--- src/rtl/half_adder_pkg.sv ---
// Shared constants and the per-lane result type for the half-adder datapath.
package half_adder_pkg;

  localparam int DEFAULT_WIDTH = 1;
  localparam int DEFAULT_CNT_W = 16;

  typedef struct packed {
    logic s;
    logic c;
  } lane_t;

endpackage : half_adder_pkg

--- src/rtl/half_adder_cell.sv ---
// Purpose: single-bit combinational half adder, s = a ^ b, c = a & b.
// Latency: 0 cycles (pure combinational).
// Backpressure: none; output follows input.
module half_adder_cell (
  input  logic a,
  input  logic b,
  output logic s,
  output logic c
);

  assign s = a ^ b;
  assign c = a & b;

endmodule : half_adder_cell

--- src/rtl/half_adder.sv ---
// Purpose: registered WIDTH-lane half adder with valid flag; optional carry-event counter under HALF_ADDER_STATS_EN.
// Latency: 1 cycle from in_valid to out_valid.
// Backpressure: none; every valid operand is accepted and out_valid pulses once per operand.
module half_adder
  import half_adder_pkg::*;
#(
  parameter int WIDTH = DEFAULT_WIDTH,
  parameter int CNT_W = DEFAULT_CNT_W
) (
  input  logic             clk,
  input  logic             rst,
  input  logic             in_valid,
  input  logic [WIDTH-1:0] a,
  input  logic [WIDTH-1:0] b,
  output logic [WIDTH-1:0] sum,
  output logic [WIDTH-1:0] cout,
`ifdef HALF_ADDER_STATS_EN
  output logic [CNT_W-1:0] carry_cnt,
`endif
  output logic             out_valid
);

  if (WIDTH < 1 || WIDTH > 64 || CNT_W < 1) begin : g_bad_param
    $error("half_adder: WIDTH must be 1..64 and CNT_W at least 1");
  end

  lane_t            lane [WIDTH];
  logic [WIDTH-1:0] sum_nxt;
  logic [WIDTH-1:0] cout_nxt;

  for (genvar i = 0; i < WIDTH; i++) begin : g_lane
    half_adder_cell u_cell (
      .a (a[i]),
      .b (b[i]),
      .s (lane[i].s),
      .c (lane[i].c)
    );
    assign sum_nxt[i]  = lane[i].s;
    assign cout_nxt[i] = lane[i].c;
  end

  // Result register only loads on accepted operands, so idle-cycle garbage on a/b never reaches sum/cout.
  always_ff @(posedge clk) begin
    if (rst) begin
      sum       <= '0;
      cout      <= '0;
      out_valid <= 1'b0;
    end else begin
      out_valid <= in_valid;
      if (in_valid) begin
        sum  <= sum_nxt;
        cout <= cout_nxt;
      end
    end
  end

`ifdef HALF_ADDER_STATS_EN
  // Saturating: sticks at all-ones instead of wrapping.
  always_ff @(posedge clk) begin
    if (rst) begin
      carry_cnt <= '0;
    end else if (in_valid && (|cout_nxt) && (carry_cnt != {CNT_W{1'b1}})) begin
      carry_cnt <= carry_cnt + 1'b1;
    end
  end
`endif

endmodule : half_adder

--- config.mk ---
export PLATFORM = sky130hd
export DESIGN_NAME = half_adder
export DESIGN_NICKNAME = d
export VERILOG_FILES = /design/src/rtl/half_adder_pkg.sv /design/src/rtl/half_adder_cell.sv /design/src/rtl/half_adder.sv
export SDC_FILE = /design/constraint.sdc
export NUM_CORES = 1
export LEC_CHECK = 0
export CORE_AREA = 2 2 39 41
export CTS_CLUSTER_DIAMETER = 120
export DETAILED_ROUTE_END_ITERATION = 6
export DIE_AREA = 0 0 41 43
export GPL_TIMING_DRIVEN = 0
export PLACE_DENSITY = 0.3
export SETUP_SLACK_MARGIN = 0.05
export SYNTH_ARGS = -nofsm -noshare
export SYNTH_HDL_FRONTEND = slang
export SYNTH_SLANG_ARGS = --single-unit
--- constraint.sdc ---
create_clock -name clk -period 0.8 [get_ports clk]
set_input_delay 0.08 -clock clk [delete_from_list [all_inputs] [get_ports clk]]
set_output_delay 0.08 -clock clk [all_outputs]
set_load 0.02 [all_outputs]
# Word level (Yosys, flattened, before mapping)
# Index checks and enable logic that the tools add are counted.
[totals]
regBits = 3
elab_cells = 5
[op_classes]
bitwise_logic = 2
[op_table]
columns = ["operator", "count"]
rows = [
  ["bitwise AND 1 bit", 1],
  ["bitwise XOR 1 bit", 1],
]

# Longest topological paths before layout
[logic_depth]
word_depth = 1
ltp_mapped = 3
ltp_nobuf = 3

# Modules after synthesis
# From an unflattened synthesis, not the netlist that was laid out.
[hier_totals]
hier_cells = 9
hier_area_um2 = 106.4
[by_module_without_submodules]
columns = ["module", "instances", "cells_per_inst", "area_each_um2", "seq_area_each_um2"]
rows = [
  ["half_adder", 1, 8, 93.8, 60.1],
  ["half_adder_cell", 1, 1, 12.5, 0.0],
]

# Worst setup path before layout
# No wires, ideal clock.
[synth_timing]
path_kind = "flip-flop to flip-flop"
from = "register, netlist name cout"
to = "register cout"
arrival_time_ps = 581
slack_ps = 155
path_stages_with_launch = 3
path_buffers = 0
synth_period_minus_slack_ps = 645
cell_sequence = "dfxtp_1 -> mux2i_1 -> nor2_1"
[synth_lines]
columns = ["element", "line", "text"]
rows = [
  ["to (signal assigned)", "half_adder.sv:52", "cout <= cout_nxt;"],
  ["to (decl)", "half_adder.sv:16", "output logic [WIDTH-1:0] cout,"],
]

# Worst setup path after layout
[layout_timing]
from = "register cout"
to = "output cout"
# No word-level cell between the ends.

==> results.cfg <==
[outcome]
status = complete, no violations

[setup_path]
critPathKind = reg -> out
cp.required_ns = 0.72
worstPathCellList = buf_6
cpPeakStageDelay_ns = 0.33
worstPathArrival_ns = 0.68
path_delay_family = flip-flops
critPathLaunchType = flip-flop
path_max_fanout = 2
endpoint_kind = primary output
worstRegToRegCells = 3
cp_num_buf_inv = 1
cpMaxStageDelayCell = dfxtp_2
worst-path-stages = 1

[route]
ant_nets = 0
wl_per_cell_um = 8.05
viasPerCell = 2.89
post-route-drc-count = 0
dr_total_vias = 107
dr.pass1.iters = 2
routed_wl_um = 298
drt_iter0_markers = 2

[floorplanning]
die_w_um = 41
die_area_sq_mm = 0.00176
core_sq_mm = 0.00138
fp.dieH_um = 43
placementRows = 14
pin_count = 8
initial_core_util_pct = 7.69

[final_layout]
finalNetCount = 28
num_antenna_cells = 0
stdcell_count = 37
drive_above_1_share_pct = 47.6
fillers = 160
finalInstanceArea_sq_um = 241
syn_to_final_growth_pct = 127

[timing]
rsz0062_at_grt = yes
worst_slack_ns = 0.0398
setup_violations = 0
finalCriticalPeriod_ns = 0.760
max_slew_margin_pct = 89.0
whs_ns = 0.181
fin_crit_sh_pct = 95.0
slew_violations = 0
finalClockSkew_ns = 0
tightest_slew_ns = 0.165
hold_viol_final = 0
fmaxAchievable_mhz = 1320

[placed_design]
dp_cells = 32
io_buffers = 7
place_ws_ns = -0.294
gp_congestion = 0.544
dpl-instance-area_sq_um = 196

[power]
combPwrFrac_pct = 13.5
swShare_pct = 22.7
p_int_uw = 389
finalPower_uw = 503
power_density_mw_per_mm2 = 2080
p_seq_share_pct = 33.1
power_frac_clock_pct = 53.4
cellLeakagePower_uw = 0.000118
vdd_ir_drop_max_v = 0.000455
switching_power_uw = 114

[clock_tree]
cts-htree-levels = 1
cts.sinks = 3
cts_tree = yes
cts_made_buffers = 3
root_buffer = clkbuf_4
clk_pin_slew_ns = 0.04
clk_latency_ns = 0.23
clock_path_buffers = 2

[global_routing]
antenna_found_initial = 0
grt_pass1_vias = 111
grt_pass1_wl_um = 503
top_usage_layer = met1
grt_util_met2_pct = 3.13
grt_start_max_net_pins = 4
use_met3_pct = 6.28
grt_use_total_pct = 5.41
grt_remaining_overflow = 0
met1_usage_pct = 7.35

[yosys]
synth.avg_cell_area_sq_um = 11.8
yosysSeqAreaShare_pct = 56.5
netlist_area_sq_um = 106
synth_cell_types = 5
ys_ff_latch = 3
synth_cells = 9
synth_nets = 15
yosysWarnings = 0

[run]
drv_cap = 0

[min_path]
hold_depth = 2
hold_class = in -> reg
kinds of logic (layout without fill, tap and decap cells):
family | after synthesis | in the layout | synth area share [%]
mux | 2 | 2 | 18.8
buf+inv | 0 | 12 | 0
simple gates | 3 | 3 | 12.9
fa+ha+maj | 1 | 1 | 11.8
flops | 3 | 3 | 56.5
power groups by stage:
stage | clock, uW | sequential (uW) | combinational, uW
after floorplan | 0 | 175 | 13.4
after global placement | 0 | 165 | 66.3
after detailed placement | 0 | 165 | 66.5
after CTS | 285 | 166 | 68.1
after global routing | 299 | 168 | 76.3
final | 269 | 167 | 67.8
cell type report:
type                    count  area [sq um]  share of cell area, %
multi-input cells           6          46.3                   19.2
flip-flops and latches      3          63.8                   26.4
clock buffers               4          26.3                   10.9
repair buffers              8          85.1                   35.2
well taps                  16          20.0                   8.29
stage by stage:
step                util (%)    TNS, ns
global placement        14.2      -1.06
CTS                     17.0          0
global route            17.5  -0.000129
floorplan                  -          0
detailed placement      14.2      -1.09
finish                  17.5          0
flip-flops by register name, indices dropped and copies added (netlist names):
signal / cells
sum: 1
cout: 1
out_valid: 1
placed cells by master (no fill, tap or decap):
master and instances:
nor2b_1 1, clkbuf_4 3, ha_1 1, dlymetal6s2s_1 1
buf_6 4, clkdlybuf4s50_1 1, dfxtp_2 3, dlygate4sd2_1 2
nor2_1 2, clkbuf_1 1, mux2i_1 2
cells in the mapped netlist (all sizes together):
cell | count | area [sq um]
ha | 1 | 12.5
nor2b | 1 | 6.26
nor2 | 2 | 7.51
dfxtp | 3 | 60.1
mux2i | 2 | 20.0
layer usage:
metal,share of wire (%),wire length [um]
met5,0,0
met4,2.0,6
met3,16,49
met2,24,71
met1,57,170
worst paths after layout:
kind / to / slack (ns) / from
max: cout / 0.04 / cout
min reg2reg: sum / 0.52 / sum
max reg2reg: cout / 0.10 / cout
min: out_valid / 0.18 / in_valid
what timing repair did:
| action | CTS | global route |
|---|---|---|
| buffers inserted | 1 | 0 |
| pin swaps | 2 | 0 |
| hold buffers | 0 | 0 |
| setup endpoints to repair | 4 | 5 |
| gates resized for setup | 23 | 2 |
No activity file was read; power rests on OpenSTA's default activity.
